--- src/rtl/twofish_pkg.sv ---
// Shared Twofish constants, types and GF(2^8) helper for the key-schedule blocks.
// Build option: define TWOFISH_KEY256_EN for 256-bit keys (four S-words instead of two).
package twofish_pkg;

   typedef logic [7:0] byte_t;

   localparam logic [8:0] RS_POLY  = 9'h14D;
   localparam logic [8:0] MDS_POLY = 9'h169;

   // RS generator g(x) = x^4 + A4 x^3 + 02 x^2 + A4 x + 01; byte k holds the x^k coefficient
   localparam logic [31:0] RS_GEN = 32'hA402A401;

`ifdef TWOFISH_KEY256_EN
   localparam int KEY_W = 256;
`else
   localparam int KEY_W = 128;
`endif
   localparam int NUM_WORDS = KEY_W / 64;

   typedef enum logic [1:0] {
      ST_IDLE,
      ST_RUN,
      ST_DONE
   } state_e;

   function automatic byte_t gf_mul(input byte_t a, input byte_t b, input logic [8:0] poly);
      byte_t acc;
      byte_t sh;
      acc = '0;
      sh  = a;
      for (int k = 0; k < 8; k++) begin
         if (b[k]) acc = acc ^ sh;
         sh = sh[7] ? ({sh[6:0], 1'b0} ^ poly[7:0]) : {sh[6:0], 1'b0};
      end
      return acc;
   endfunction

endpackage

--- src/rtl/twofish_rs_keygen_if.sv ---
// Key-in / S-words-out handshake bundle for twofish_rs_keygen.
// Build option: TWOFISH_KEY256_EN widens the key and adds s2/s3.
interface twofish_rs_keygen_if;
   import twofish_pkg::*;

   logic             key_valid;
   logic             key_ready;
   logic [KEY_W-1:0] key;
   logic             s_valid;
   logic             s_ready;
   logic [31:0]      s0;
   logic [31:0]      s1;
`ifdef TWOFISH_KEY256_EN
   logic [31:0]      s2;
   logic [31:0]      s3;
`endif
   logic             busy;

   modport slave (
      input  key_valid, key, s_ready,
      output key_ready, s_valid, busy, s0, s1
`ifdef TWOFISH_KEY256_EN
      , s2, s3
`endif
   );

   modport master (
      output key_valid, key, s_ready,
      input  key_ready, s_valid, busy, s0, s1
`ifdef TWOFISH_KEY256_EN
      , s2, s3
`endif
   );

endinterface

--- src/rtl/twofish_rs_rem.sv ---
// One RS remainder step: absorb one key byte into a 32-bit remainder modulo g(x).
module twofish_rs_rem
   import twofish_pkg::*;
(
   input  logic [31:0] rem_i,
   input  byte_t       byte_i,
   output logic [31:0] rem_o
);

   byte_t fb;

   assign fb    = rem_i[31:24] ^ byte_i;
   assign rem_o = {rem_i[23:0], 8'h00}
                ^ {gf_mul(fb, RS_GEN[31:24], RS_POLY),
                   gf_mul(fb, RS_GEN[23:16], RS_POLY),
                   gf_mul(fb, RS_GEN[15:8],  RS_POLY),
                   gf_mul(fb, RS_GEN[7:0],   RS_POLY)};

endmodule

--- src/rtl/twofish_rs_keygen.sv ---
// Twofish RS key-schedule: computes the S-words of a key, one byte per word per cycle.
// Build option: TWOFISH_KEY256_EN selects 256-bit keys with four parallel remainder units.
module twofish_rs_keygen
   import twofish_pkg::*;
(
   input  logic               clk,
   input  logic               rst_n,
   twofish_rs_keygen_if.slave bus
);

   state_e           state_q, state_d;
   logic [2:0]       cnt_q, cnt_d;
   logic [KEY_W-1:0] key_q, key_d;
   logic [31:0]      rem_q    [NUM_WORDS];
   logic [31:0]      rem_d    [NUM_WORDS];
   logic [31:0]      rem_step [NUM_WORDS];
   logic [2:0]       byte_idx;

   // Bytes are absorbed highest index first: m_8i+7 on count 0 down to m_8i on count 7
   assign byte_idx = 3'd7 - cnt_q;

   generate
      for (genvar gi = 0; gi < NUM_WORDS; gi++) begin : g_word
         logic [63:0] word_key;
         byte_t       cur_byte;

         assign word_key = key_q[64*gi +: 64];
         assign cur_byte = word_key[{byte_idx, 3'b000} +: 8];

         twofish_rs_rem u_rem (
            .rem_i  (rem_q[gi]),
            .byte_i (cur_byte),
            .rem_o  (rem_step[gi])
         );
      end
   endgenerate

   always_ff @(posedge clk or negedge rst_n) begin
      if (!rst_n) begin
         state_q <= ST_IDLE;
         cnt_q   <= '0;
         key_q   <= '0;
         for (int w = 0; w < NUM_WORDS; w++) rem_q[w] <= '0;
      end else begin
         state_q <= state_d;
         cnt_q   <= cnt_d;
         key_q   <= key_d;
         for (int w = 0; w < NUM_WORDS; w++) rem_q[w] <= rem_d[w];
      end
   end

   always_comb begin
      state_d = state_q;
      cnt_d   = cnt_q;
      key_d   = key_q;
      for (int w = 0; w < NUM_WORDS; w++) rem_d[w] = rem_q[w];

      case (state_q)
         ST_IDLE: begin
            if (bus.key_valid) begin
               state_d = ST_RUN;
               cnt_d   = '0;
               key_d   = bus.key;
               for (int w = 0; w < NUM_WORDS; w++) rem_d[w] = '0;
            end
         end
         ST_RUN: begin
            for (int w = 0; w < NUM_WORDS; w++) rem_d[w] = rem_step[w];
            cnt_d = cnt_q + 3'd1;
            if (cnt_q == 3'd7) state_d = ST_DONE;
         end
         ST_DONE: begin
            // Remainders are left untouched here so the outputs hold under back-pressure
            if (bus.s_ready) state_d = ST_IDLE;
         end
         default: state_d = ST_IDLE;
      endcase
   end

   assign bus.key_ready = (state_q == ST_IDLE);
   assign bus.s_valid   = (state_q == ST_DONE);
   assign bus.busy      = (state_q == ST_RUN);
   assign bus.s0        = rem_q[0];
   assign bus.s1        = rem_q[1];
`ifdef TWOFISH_KEY256_EN
   assign bus.s2        = rem_q[2];
   assign bus.s3        = rem_q[3];
`endif

endmodule

--- src/flat_wrapper.sv ---
// flat-port wrapper written by rule: the top's interface ports become plain ports
module twofish_rs_keygen_flat import twofish_pkg::*;
  (clk, rst_n, bus_key_valid, bus_key, bus_s_ready, bus_key_ready, bus_s_valid, bus_busy, bus_s0, bus_s1);
  twofish_rs_keygen_if bus_i ();
  input  logic clk;
  input  logic rst_n;
  input wire logic [$bits(bus_i.key_valid)-1:0] bus_key_valid;
  input wire logic [$bits(bus_i.key)-1:0] bus_key;
  input wire logic [$bits(bus_i.s_ready)-1:0] bus_s_ready;
  output wire logic [$bits(bus_i.key_ready)-1:0] bus_key_ready;
  output wire logic [$bits(bus_i.s_valid)-1:0] bus_s_valid;
  output wire logic [$bits(bus_i.busy)-1:0] bus_busy;
  output wire logic [$bits(bus_i.s0)-1:0] bus_s0;
  output wire logic [$bits(bus_i.s1)-1:0] bus_s1;
  assign bus_i.key_valid = bus_key_valid;
  assign bus_i.key = bus_key;
  assign bus_i.s_ready = bus_s_ready;
  assign bus_key_ready = bus_i.key_ready;
  assign bus_s_valid = bus_i.s_valid;
  assign bus_busy = bus_i.busy;
  assign bus_s0 = bus_i.s0;
  assign bus_s1 = bus_i.s1;
  twofish_rs_keygen u_core (.clk(clk), .rst_n(rst_n), .bus(bus_i));
endmodule
--- config.mk ---
export PLATFORM = sky130hd
export DESIGN_NAME = twofish_rs_keygen_flat
export DESIGN_NICKNAME = d
export VERILOG_FILES = /design/src/rtl/twofish_pkg.sv /design/src/rtl/twofish_rs_keygen_if.sv /design/src/rtl/twofish_rs_rem.sv /design/src/rtl/twofish_rs_keygen.sv /design/src/flat_wrapper.sv
export SDC_FILE = /design/constraint.sdc
export NUM_CORES = 1
export LEC_CHECK = 0
export ABC_AREA = 0
export BUFFER_PORTS_ARGS = -buffer_cell sky130_fd_sc_hd__buf_2
export CAP_MARGIN = 10
export CORE_UTILIZATION = 57
export CTS_BUF_LIST = sky130_fd_sc_hd__clkbuf_4 sky130_fd_sc_hd__clkbuf_8
export DETAILED_ROUTE_END_ITERATION = 8
export PLACE_DENSITY_LB_ADDON = 0.1
export RECOVER_POWER = 50
export SYNTH_ARGS = -nofsm -noshare
export SYNTH_HDL_FRONTEND = slang
export SYNTH_SLANG_ARGS = --single-unit
--- constraint.sdc ---
create_clock -name clk -period 2.88 [get_ports clk]
set_input_delay 0.432 -clock clk [delete_from_list [all_inputs] [get_ports clk]]
set_output_delay 0.432 -clock clk [all_outputs]
set_load 0.05 [all_outputs]
# Yosys cells after proc, flatten, opt, wreduce, memory -nomap -nowiden
# Cells that the tools add are included.
# Widths: inputs -> output; s select.
[word_totals] regBits=197 ram_bits=0 mem_count=0 latchBits=0 input_bits=132 output_inout_bits=67 rom_bits=0 wordCells=64
[op_classes] shifts=2 n_div=0 n_eq_ne=6 mux=22 reduce_logical=5 addsub=2 bitwise_logic=22 multipliers=0 n_lt_le_gt_ge=0
[op_table] op="$pmux 64 s2" n=1
[op_table] op="$shiftx 64x7->8" n=2
[op_table] op="$mux 7" n=14
[op_table] op="$mux 64" n=1
[op_table] op="$xor 32x32->32" n=2
[op_table] op="$not 4->4" n=14
[op_table] op="$xor 8x8->8" n=6
[op_table] op="$mux 2" n=3
[op_table] op="$pmux 2 s3" n=1
[op_table] op="$pmux 3 s2" n=1
[op_table] op="$ne 2x2->1 const B" n=2
[op_table] op="$reduce_and 2->1" n=2
[op_table] op="$add 3x1->3 const B" n=1
[op_table] op="$eq 3x3->1 const B" n=1
[op_table] op="$mux 3" n=1
[op_table] op="$reduce_and 3->1" n=1
[op_table] op="$sub 3x3->3 const A" n=1
[op_table] op="$eq 2x1->1 const B" n=1
[op_table] op="$eq 2x2->1 const B" n=1
[op_table] op="$logic_not 2->1" n=1
[op_table] op="$ne 2x1->1 const B" n=1
[op_table] op="$reduce_bool 2->1" n=1

# Logic depth before layout (Yosys ltp)
# Gate-level depths: netlist of the first run.
[depth] depth_word=20 mapped_depth=11 mapped_depth_nobuf=6

# Cells and area by module
# Synthesis of the first run repeated with hierarchy kept, for this count alone.
[unflattened] hier_cells=666 area_unflattened_um2=9804.4
[modules_own_cells] module="twofish_rs_keygen" seq_area_each_um2=4929.7 cells_each=574 area_per_inst_um2=8853.5 n_inst=1
[modules_own_cells] module="twofish_rs_rem" seq_area_each_um2=0.0 cells_each=46 area_per_inst_um2=475.5 n_inst=2

# Least setup slack after synthesis of the first run
# No wires, ideal clock.
[synth_timing] kind="register to register" from="register u_core.cnt_q[0]" to="register u_core.rem_q, in the netlist u_core.bus.s0[13]" period_less_slack_ns=2.428 arrival_ns=2.345 setup_ns=0.083 required_time_ns=2.797 path_stages_with_launch=9 slack_ns=0.452 n_path_buf=2 path_cell_list="dfrtp_1 -> buf_6 -> buf_12 -> mux2i_1 -> mux4_2 -> xor2_1 -> xnor3_2 -> xor3_1 -> o21ai_0"
[synth_between] elab_chain_len=14 elab_cells_between_ends=19 cone_classes="1 x add/sub; 1 x shift; 8 x mux; 9 x bitwise"
[synth_lines] element="from (decl)" line_no="twofish_rs_keygen.sv:12" source="logic [2:0] cnt_q, cnt_d;"
[synth_lines] element="from (signal assigned)" line_no="twofish_rs_keygen.sv:46" source="cnt_q <= cnt_d;"
[synth_lines] element="$sub 3x3->3 (*)" line_no="twofish_rs_keygen.sv:20" source="assign byte_idx = 3'd7 - cnt_q;"
[synth_lines] element="$shiftx 64x7->8 (*)" line_no="twofish_rs_keygen.sv:28" source="assign cur_byte = word_key[{byte_idx, 3'b000} +: 8];"
[synth_lines] element="$xor 8x8->8 (*)" line_no="twofish_rs_rem.sv:12" source="assign fb = rem_i[31:24] ^ byte_i;"
[synth_lines] element="$mux 7"
[synth_lines] element="$not 4->4 (no source line) or $mux 7 (tied branches)"
[synth_lines] element="$mux 7 or $not 4->4 (tied branches)"
[synth_lines] element="$not 4->4 (no source line) or $mux 7 (tied branches)"
[synth_lines] element="$mux 7 or $not 4->4 (tied branches)"
[synth_lines] element="$mux 7, on equally long branches (2 in a row)"
[synth_lines] element="$xor 8x8->8 or $mux 7 (tied branches)"
[synth_lines] element="$xor 8x8->8 (*)" line_no="twofish_pkg.sv:32" source="if (b[k]) acc = acc ^ sh;"
[synth_lines] element="$xor 32x32->32 (*)" line_no="twofish_rs_rem.sv:14" source="^ {gf_mul(fb, RS_GEN[31:24], RS_POLY),"
[synth_lines] element="$pmux 64 s2 (*)" line_no="twofish_rs_keygen.sv:58" source="case (state_q)"
[synth_lines] element="to (decl)" line_no="twofish_rs_keygen.sv:14" source="logic [31:0] rem_q [NUM_WORDS];"
# Every way passes the cells marked *; elsewhere a longest branch is shown, timed or not.
# A chain may end at the register's enable or synchronous reset.

# Worst setup path after layout of the first run
[layout_timing] from="register u_core.cnt_q[0]" to="register u_core.rem_q, in the netlist u_core.bus.s1[29]"
[layout_between] elab_chain_len=14 elab_cells_between_ends=19 cone_classes="1 x add/sub; 1 x shift; 8 x mux; 9 x bitwise"
[layout_lines] element="$sub 3x3->3 (*)" line_no="twofish_rs_keygen.sv:20"
[layout_lines] element="$shiftx 64x7->8 (*)" line_no="twofish_rs_keygen.sv:28"
[layout_lines] element="$xor 8x8->8 (*)" line_no="twofish_rs_rem.sv:12"
[layout_lines] element="$mux 7"
[layout_lines] element="$not 4->4 (no source line) or $mux 7 (tied branches)"
[layout_lines] element="$mux 7 or $not 4->4 (tied branches)"
[layout_lines] element="$not 4->4 (no source line) or $mux 7 (tied branches)"
[layout_lines] element="$mux 7 or $not 4->4 (tied branches)"
[layout_lines] element="$mux 7 (2 in a row)"
[layout_lines] element="$xor 8x8->8 or $mux 7 (tied branches)"
[layout_lines] element="$xor 8x8->8 (*)" line_no="twofish_pkg.sv:32"
[layout_lines] element="$xor 32x32->32 (*)" line_no="twofish_rs_rem.sv:14"
[layout_lines] element="$pmux 64 s2 (*)" line_no="twofish_rs_keygen.sv:58"
# Marks and branches as above.

==> flow_summary_export.csv, run 1 <==
group,metric,value,unit
sta,timing.final.crit_share,0.925,
routing,post_drt_via_cell_ratio,5.51,
routing,detailedRoute.firstIterationViolations,359,
critical_path,crit_chain,"buf_4 > nand2_1 > o2bb2ai_1 > a221oi_2 > xor3_2 > xor3_1 > o21ai_0",
clocking,cts.root.buffer_cell,"sky130_fd_sc_hd__clkbuf_8",
critical_path,timing.critical_path.required,3250,ps
global_routing,grtUsageTotal,0.255,
placed_design,port-buffer-count,198,
logic_synthesis,postSynthAreaPerCell,13.8,um^2
finish,fillCellCount,1263,
logic_synthesis,netlist_area,0.00958,mm^2
clocking,tritoncts,"yes",
critical_path,data_arrival_time_of_the_critical_path,3030,ps
logic_synthesis,syn_inst,696,
die,placement_rows,47,
status,run_status,"completed",
logic_synthesis,synth.yosys.seq_area_share,0.515,
sta,max_freq,376,MHz
sta,clock_skew,18.1,ps
global_routing,global_route.overflow_total,0,
clocking,clock_sinks,197,
die,die_area,0.0173,mm^2
global_routing,number_of_antenna_violations_at_the_first_check_in_global_routing,8,
routing,detail_route.first_pass.iterations,5,
critical_path,worst_setup_path_end_kind,"flop",
finish,area_delta_synth_final,16.6,%
die,floorplan.io_pins,199,
critical_path,worstPathMaxFanout,11,
die,floorplan.initialDensity,0.580,
routing,drc,0,
logic_synthesis,synth-edff-count,0,
die,die_height,132,um
sta,slew-limit-headroom,0.153,
routing,drt.antenna.violating_nets,0,
logic_synthesis,synth-async-reset-ratio,1.00,
global_routing,grt_pass1_wl,33.9,mm
sta,final_critical_path_required_period,2660,ps
run,maxCapViolations,0,
routing,avgRoutedWirePerCell,18.7,um
clocking,clk_latency,470,ps
placed_design,gpl.final_weighted_congestion,0.812,
clocking,total_number_of_h_tree_levels,4,
hold_path,worstHoldPathType,"in -> reg",
logic_synthesis,mappedNetlistNets,830,
sta,tightest_slew,1270,ps
critical_path,worst_setup_path_start_kind,"flop",
global_routing,grt_max_degree,81,
logic_synthesis,synth_flop_cell,"sky130_fd_sc_hd__dfrtp_1",
logic_synthesis,synth_cell_types,36,
critical_path,critPathSlowestCell,"sky130_fd_sc_hd__xor3_2",
finish,fin_nets,1017,
critical_path,critical_path.max_stage_delay,500,ps
sta,rsz_0062_raised_after_global_routing,"false",
clocking,max-clock-path-buffers,2,
sta,fin_tns_setup,0,ps
finish,post_route_cells_drive_above_1_share,0.440,
routing,num_vias,6180,
clocking,numCtsBuffers,17,
die,floorplan.core_area,0.0165,mm^2
sta,timing.final.max_slew_violations,0,
critical_path,path_class,"reg -> reg",
routing,routed_wl,21.0,mm
sta,setup_viol_count_final,0,
sta,final-hold-violation-count,0,
global_routing,first_global_vias,6429,
logic_synthesis,postSynthRegisterBits,197,
placed_design,post-dp-hpwl,15.4,mm
die,chipWidth,132,um
clocking,clk_transition_reported_paths,100,ps
logic_synthesis,yosys_warning_count,0,
-- cell usage after synthesis, types with 3 or more instances --
| cell type | number | area [um^2] |
|---|---|---|
| sky130_fd_sc_hd__xnor2_1 | 27 | 236 |
| sky130_fd_sc_hd__o2bb2ai_1 | 3 | 26.3 |
| sky130_fd_sc_hd__a221oi_1 | 5 | 43.8 |
| sky130_fd_sc_hd__xor2_1 | 18 | 158 |
| sky130_fd_sc_hd__nand2_1 | 8 | 30.0 |
| sky130_fd_sc_hd__buf_2 | 4 | 20.0 |
| sky130_fd_sc_hd__clkbuf_1 | 30 | 113 |
| sky130_fd_sc_hd__mux4_2 | 7 | 158 |
| sky130_fd_sc_hd__dfrtp_1 | 197 | 4930 |
| sky130_fd_sc_hd__buf_1 | 7 | 26.3 |
| sky130_fd_sc_hd__mux2i_1 | 37 | 370 |
| sky130_fd_sc_hd__xnor3_1 | 21 | 473 |
| sky130_fd_sc_hd__mux2_2 | 147 | 1660 |
| sky130_fd_sc_hd__buf_4 | 7 | 52.6 |
| sky130_fd_sc_hd__o22ai_1 | 8 | 50.1 |
| sky130_fd_sc_hd__nand3_1 | 67 | 335 |
| sky130_fd_sc_hd__o21ai_0 | 58 | 290 |
| sky130_fd_sc_hd__a221oi_2 | 6 | 90.1 |
| sky130_fd_sc_hd__o21ai_1 | 7 | 35.0 |
| sky130_fd_sc_hd__xnor2_2 | 3 | 48.8 |
| sky130_fd_sc_hd__xor3_1 | 6 | 143 |
| sky130_fd_sc_hd__inv_1 | 3 | 11.3 |
-- area by class of cell --
cell class,count,area (um^2),share of cell area
well taps,220,275,0.0246
multi-input cells,445,4390,0.393
clock buffers,22,297,0.0265
repair buffers,219,1160,0.103
diodes,5,12.5,0.00112
flip-flops and latches,197,4930,0.441
clock inverters,10,97.6,0.00873
inverters,3,11.3,0.00101
-- layout by cell type, fill, tap and decap left out, types with 5 or more instances in the layout --
master,count
sky130_fd_sc_hd__clkbuf_8,21
sky130_fd_sc_hd__a221oi_2,6
sky130_fd_sc_hd__xor2_1,18
sky130_fd_sc_hd__a221oi_1,5
sky130_fd_sc_hd__clkbuf_1,30
sky130_fd_sc_hd__mux2_2,147
sky130_fd_sc_hd__dfrtp_1,196
sky130_fd_sc_hd__o21ai_1,7
sky130_fd_sc_hd__buf_2,167
sky130_fd_sc_hd__diode_2,5
sky130_fd_sc_hd__o22ai_1,8
sky130_fd_sc_hd__o21ai_0,58
sky130_fd_sc_hd__nand2_1,8
sky130_fd_sc_hd__mux4_2,7
sky130_fd_sc_hd__xor3_1,6
sky130_fd_sc_hd__xnor3_1,21
sky130_fd_sc_hd__nand3_1,67
sky130_fd_sc_hd__mux2i_1,37
sky130_fd_sc_hd__buf_4,12
sky130_fd_sc_hd__xnor2_1,27
-- logic make-up after synthesis --
kind of cell	after synthesis	synth area share
flip-flops	197	0.515
AO/OA/AOI/OAI	88	0.0568
buffers and inverters	54	0.0281
multiplexers	193	0.233
adder cells (fa/ha/maj)	2	0.00261
XOR/XNOR	80	0.123
AND/OR/NAND/NOR	82	0.0423
-- worst max-delay path, delay by kind of cell, from the launching register on --
family | cells | cell delay, ps
xor gates and xnor gates | 2 | 870
DFF | 1 | 440
buffers and inverters | 1 | 200
AOI/OAI and AO/OA | 3 | 730
and+or+nand+nor | 1 | 340
-- layer usage --
layer | part of all wire | GRT usage
met1 | 0.44 | 0.348
met2 | 0.48 | 0.402
met3 | 0.056 | 0.0579
met4 | 0.022 | 0.0885
met5 | 0.00048 | 0
-- state kept, by name, indices dropped and copies added, names as in the netlist --
name,cells
u_core.cnt_q,3
u_core.bus.s1,32
u_core.key_q,128
u_core.bus.s0,32
u_core.state_q,2
-- what timing repair did --
item,CTS,global route
setup endpoints to repair,0,12
buffers inserted,0,0
endpoints found under the hold margin,48,0
hold buffers,1,0
gates resized for setup,0,2
-- final timing paths --
check	from	end	slack [ps]	cells after the start
max	u_core.cnt_q[0]	u_core.bus.s1[29]	220	7
min	bus_key[102]	u_core.key_q[102]	200	2
max reg2reg	u_core.cnt_q[0]	u_core.bus.s1[29]	220	7
min reg2reg	u_core.key_q[14]	u_core.key_q[14]	510	1
max in group asynchronous	rst_n	u_core.key_q[73]	440	3
min in group asynchronous	rst_n	u_core.bus.s0[3]	780	2
-- through the flow --
stage	hold slack, ps	util	setup slack (ps)	cells	cell area, um^2
after floorplan	136	-	452	696	9580
after global placement	410	0.655	156	1083	10800
after detailed placement	412	0.655	23.6	1083	10800
after CTS	166	0.680	19.5	1116	11200
after global routing	171	0.676	35.8	1121	11200
final	198	0.676	217	1121	11200
Power of run 1 is left out: the tool's default activity adds up to more than one toggle a clock period on the data nets, which glitch-free logic cannot reach.
==> run 2: changes to the inputs <==
Settings changed: CORE_UTILIZATION 57 to 60, TNS_END_PERCENT from default to 30.
Clock period 2.88 ns to 3.4 ns, I/O delays scaled along.
==> run 2 against run 1 <==
Against the previous run: register-to-register slack improved by 170 ps; clock skew increased by 2.4 ps; the flow now finishes with violations (capacitance limit, slew limit); design area decreased by 0.52%; critical path depth unchanged; critical endpoint is now u_core.bus.s1[8].
==> flow_summary_export.csv, run 2 (synthesized netlist as in run 1, its figures left out) <==
group,metric,value,unit
global_routing,number_of_antenna_violations_at_the_first_check_in_global_routing,2,
critical_path,crit_chain,"buf_4 > mux2i_1 > a221oi_1 > xnor2_1 > buf_4 > xnor3_1 > o21ai_0",
critical_path,reg2regPathDepth,7,
sta,rsz_0062_raised_after_global_routing,"false",
global_routing,grt_pass1_wl,34.0,mm
sta,setup_viol_count_final,0,
critical_path,path_class,"reg -> reg",
routing,num_vias,6200,
die,die_height,128,um
routing,avgRoutedWirePerCell,19.2,um
finish,area_delta_synth_final,16.0,%
finish,number_of_flip_flops_in_the_largest_register,128,
finish,largest-register,"u_core.key_q",
critical_path,rr_startpoint,"u_core.cnt_q[1]",
global_routing,global_route.overflow_total,0,
sta,slew-limit-headroom,-0.559,
die,floorplan.io_pins,199,
critical_path,setup.reg_to_reg.worst_slack,390,ps
critical_path,critPathSlowestCell,"sky130_fd_sc_hd__dfrtp_2",
critical_path,worstPathMaxFanout,18,
clocking,total_number_of_h_tree_levels,4,
global_routing,grtUsageTotal,0.276,
critical_path,timing.critical_path.required,3760,ps
routing,drt.antenna.violating_nets,0,
critical_path,critical_path.max_stage_delay,720,ps
clocking,clk_transition_reported_paths,100,ps
hold_path,hold-path-endpoint,"u_core.key_q[92]",
run,maxCapViolations,1,
status,failed_checks,"capacitance limit, slew limit",
sta,final-hold-violation-count,0,
hold_path,worstHoldPathType,"in -> reg",
routing,drc,0,
sta,timing.final.max_slew_violations,94,
sta,clock_skew,20.5,ps
die,floorplan.initialDensity,0.623,
clocking,cts.root.buffer_cell,"sky130_fd_sc_hd__clkbuf_8",
critical_path,timing.critical_path.max_delay_family,"XOR/XNOR gates",
critical_path,worst_r2r_endpoint,"u_core.bus.s1[8]",
finish,fin_nets,1019,
placed_design,post-dp-hpwl,15.6,mm
critical_path,worst_setup_path_end_kind,"flop",
hold_path,holdCritStartpoint,"bus_key[92]",
die,placement_rows,45,
finish,layout.cells.most_common_list,"sky130_fd_sc_hd__dfrtp_1, sky130_fd_sc_hd__buf_2, sky130_fd_sc_hd__mux2_2",
critical_path,data_arrival_time_of_the_critical_path,3380,ps
die,floorplan.core_area,0.0154,mm^2
finish,layout.cells.most_common,"sky130_fd_sc_hd__dfrtp_1",
clocking,clock_sinks,197,
status,run_status,"finished with violations",
routing,detail_route.first_pass.iterations,6,
finish,post_route_cells_drive_above_1_share,0.438,
global_routing,grt_max_degree,94,
sta,tightest_slew,2340,ps
critical_path,cp_common_cell,"sky130_fd_sc_hd__buf_4",
clocking,ctsResizeCount,0,
hold_path,hold_path_depth,2,
finish,fillCellCount,1118,
critical_path,worst_setup_path_start_kind,"flop",
die,die_area,0.0165,mm^2
global_routing,first_global_vias,6334,
sta,final_critical_path_required_period,3010,ps
sta,timing.final.crit_share,0.887,
clocking,clk_latency,460,ps
clocking,max-clock-path-buffers,2,
routing,post_drt_via_cell_ratio,5.58,
die,chipWidth,128,um
routing,routed_wl,21.4,mm
clocking,tritoncts,"yes",
sta,max_freq,332,MHz
critical_path,count_of_buffering_cells_on_the_critical_path_with_inverters_included,2,
sta,fin_tns_setup,0,ps
clocking,numCtsBuffers,17,
clocking,cts_setup_buffers,0,
placed_design,gpl.final_weighted_congestion,0.822,
routing,detailedRoute.firstIterationViolations,433,
placed_design,port-buffer-count,198,
clocking,ctsHoldBuffers,0,
==> run 2: cell types whose count changed in the layout (fill, tap and decap cells not counted), sizes merged <==
cell	change
dlygate4sd3	-1
clkbuf	+3
buf	-1
diode	-2
clkinv	+3
clkinvlp	-2
==> run 2: worst max-delay path by stage <==
stage / start / end / depth (start not counted)
finish: u_core.cnt_q[1] / u_core.bus.s1[8] / 7
global route: u_core.cnt_q[1] / u_core.bus.s1[8] / 7
CTS: u_core.cnt_q[1] / u_core.bus.s1[8] / 7
detailed placement: u_core.cnt_q[1] / u_core.bus.s1[8] / 7
global placement: u_core.cnt_q[1] / u_core.bus.s1[24] / 7
floorplan: u_core.cnt_q[0] / u_core.bus.s0[13] / 8
==> run 2: area by class of cell <==
cell class / instances / area, um^2 / area share
Antenna cell: 3 / 7.51 / 0.000675
Tap cell: 211 / 264 / 0.0237
Clock inverter: 11 / 101 / 0.00912
Timing Repair Buffer: 221 / 1120 / 0.101
Multi-Input combinational cell: 445 / 4400 / 0.395
Sequential cell: 197 / 4930 / 0.444
Inverter: 3 / 11.3 / 0.00101
Clock buffer: 21 / 283 / 0.0254
==> run 2: stage by stage <==
stage | utilization | instances | setup WS, ps | hold WS, ps | instance area, um^2
after CTS | 0.727 | 1109 | 380 | 122 | 11200
after detailed placement | 0.702 | 1077 | 410 | 490 | 10800
after floorplan | - | 696 | 972 | 214 | 9580
after global routing | 0.723 | 1111 | 257 | 244 | 11100
final | 0.723 | 1112 | 385 | 281 | 11100
after global placement | 0.702 | 1077 | 588 | 483 | 10800
==> run 2: routing by layer <==
metal	wire [um]	GRT usage	vias to the layer above
met4	253	0.0976	0
met1	9660	0.395	3104
met5	0	0	-
met3	1110	0.0553	20
li1	-	-	2892
met2	10400	0.425	184
Power of run 2 is left out for the same reason.
==> run 3: changes to the inputs <==
Settings changed: CORE_UTILIZATION 60 to 57.
Clock period 3.4 ns to 3.15 ns, I/O delays scaled along.
==> run 3 against run 2 <==
Against the previous run: non-clock buffer count is 3 lower; clock skew is 9.2 ps lower; the flow still finishes with violations (capacitance limit, slew limit); utilization fell by 4.8 points; design area rose by 0.37%; highest routed layer is now met5; first-iteration DRC count decreased by 26%; sequential cell count unchanged.
==> flow_summary_export.csv, run 3 (synthesized netlist as in run 1, its figures left out) <==
group,metric,value,unit
routing,met1_length,9.86,mm
sta,fin_tns_setup,0,ps
status,failed_checks,"capacitance limit, slew limit",
die,placement_rows,47,
critical_path,critPathSlowestCell,"sky130_fd_sc_hd__nand2_1",
routing,routed_wl,21.4,mm
critical_path,timing.critical_path.from,"u_core.state_q[0]",
finish,fin_nets,1016,
finish,instances_no_fill,1115,
sta,timing.final.max_slew_violations,129,
die,chipWidth,132,um
sta,rsz_0062_raised_after_global_routing,"false",
finish,seqCellArea,0.00493,mm^2
die,floorplan.initialDensity,0.580,
routing,post_drt_via_cell_ratio,5.53,
routing,wl_met2,10.2,mm
placed_design,post-dp-hpwl,15.6,mm
critical_path,worst_r2r_endpoint,"u_core.key_q[116]",
sta,timing.final.crit_share,0.906,
critical_path,worstPathMaxFanout,44,
routing,num_vias,6162,
run,maxCapViolations,2,
critical_path,setup.reg_to_reg.worst_slack,300,ps
die,floorplan.io_pins,199,
placed_design,cell_count_after_placement,1083,
hold_path,holdCritStartpoint,"bus_key[16]",
hold_path,hold-path-endpoint,"u_core.key_q[16]",
critical_path,data_arrival_time_of_the_critical_path,3190,ps
critical_path,worst_setup_path_start_kind,"flop",
clocking,clk_latency,450,ps
finish,post_route_cells_drive_above_1_share,0.438,
clocking,total_number_of_h_tree_levels,4,
critical_path,timing.critical_path.max_delay_family,"simple AND/OR/NAND/NOR gates",
critical_path,path_class,"reg -> reg",
routing,drt.antenna.violating_nets,0,
clocking,max-clock-path-buffers,2,
critical_path,crit_chain,"nor2_1 > nand2_1 > buf_4 > mux2_2",
sta,tightest_slew,2160,ps
sta,clock_skew,11.3,ps
critical_path,rr_startpoint,"u_core.state_q[0]",
placed_design,port-buffer-count,198,
global_routing,first_global_vias,6445,
global_routing,global_route.overflow_total,0,
finish,fillCellCount,1269,
status,run_status,"finished with violations",
routing,route.top_layer_used,"met5",
global_routing,grt_pass1_wl,34.7,mm
routing,detail_route.first_pass.iterations,4,
finish,largest-register,"u_core.key_q",
critical_path,critical_path.max_stage_delay,1290,ps
clocking,ctsHoldBuffers,0,
routing,detailedRoute.firstIterationViolations,319,
sta,setup_viol_count_final,0,
global_routing,grt_max_degree,86,
clocking,cts_setup_buffers,0,
finish,layout.cells.most_common_list,"sky130_fd_sc_hd__dfrtp_1, sky130_fd_sc_hd__buf_2, sky130_fd_sc_hd__mux2_2",
placed_design,gpl.final_weighted_congestion,0.789,
sta,slew-limit-headroom,-0.437,
clocking,clock_sinks,197,
hold_path,hold_path_depth,2,
hold_path,worstHoldPathType,"in -> reg",
die,floorplan.core_area,0.0165,mm^2
finish,layout.cells.most_common,"sky130_fd_sc_hd__dfrtp_1",
clocking,ctsResizeCount,0,
routing,drc,0,
global_routing,grtUsageTotal,0.260,
sta,final_critical_path_required_period,2850,ps
routing,avgRoutedWirePerCell,19.2,um
die,die_area,0.0173,mm^2
sta,final-hold-violation-count,0,
critical_path,worst_setup_path_end_kind,"flop",
critical_path,reg2regPathDepth,4,
routing,metal3_wl,1.06,mm
finish,multiInputGateArea,0.00439,mm^2
clocking,cts.root.buffer_cell,"sky130_fd_sc_hd__clkbuf_8",
finish,number_of_flip_flops_in_the_largest_register,128,
sta,max_freq,351,MHz
critical_path,timing.critical_path.required,3490,ps
die,die_height,132,um
clocking,tritoncts,"yes",
global_routing,number_of_antenna_violations_at_the_first_check_in_global_routing,2,
critical_path,count_of_buffering_cells_on_the_critical_path_with_inverters_included,1,
clocking,numCtsBuffers,17,
finish,area_delta_synth_final,16.5,%
clocking,clk_transition_reported_paths,90,ps
run 3: changes by cell type in the layout (fill, tap and decap cells not counted), moves of 2 or more:
cell	change
sky130_fd_sc_hd__buf_4	-2
sky130_fd_sc_hd__clkbuf_8	-3
sky130_fd_sc_hd__bufinv_16	+3
sky130_fd_sc_hd__clkbuf_2	-3
sky130_fd_sc_hd__clkinvlp_4	+3
sky130_fd_sc_hd__buf_2	+4
sky130_fd_sc_hd__clkbuf_1	-4
sky130_fd_sc_hd__diode_2	-2
sky130_fd_sc_hd__clkinv_4	-3
run 3: metrics by stage:
step	area (um^2)	setup slack [ps]	hold WS (ps)	util
after floorplan	9580	722	177	-
after CTS	11200	334	74.4	0.679
after detailed placement	10800	364	487	0.654
after global routing	11200	127	213	0.675
final	11200	297	247	0.675
after global placement	10800	482	482	0.654
run 3: layout make-up:
class,count,share of cell area
sequential,197,0.442
multi-input combinational,445,0.393
timing repair buffer,218,0.101
tap,220,0.0247
clock buffer,18,0.0216
clock inverter,13,0.0164
inverter,3,0.00101
antenna,1,0.000224
run 3: per-layer routing:
| metal | vias up | GRT usage |
|---|---|---|
| met3 | 25 | 0.0517 |
| met4 | 2 | 0.0782 |
| li1 | 2867 | - |
| met1 | 3090 | 0.370 |
| met2 | 178 | 0.407 |
| met5 | - | 0 |
run 3: worst reg2reg max path: stages (launching register included):
cell and delay (ps):
sky130_fd_sc_hd__dfrtp_1 420, sky130_fd_sc_hd__nor2_1 70, sky130_fd_sc_hd__nand2_1 1290, sky130_fd_sc_hd__buf_4 560
sky130_fd_sc_hd__mux2_2 400
run 3: worst max path at each step:
stage / end / slack, ps / depth (start not counted)
3_3_place_gp: u_core.bus.s1[24] / 480 / 7
2_1_floorplan: u_core.bus.s0[13] / 720 / 8
3_5_place_dp: u_core.bus.s1[8] / 360 / 7
5_1_grt: u_core.key_q[97] / 130 / 4
6_report: u_core.key_q[116] / 300 / 4
4_1_cts: u_core.bus.s1[8] / 330 / 7
Power of run 3 is left out for the same reason.
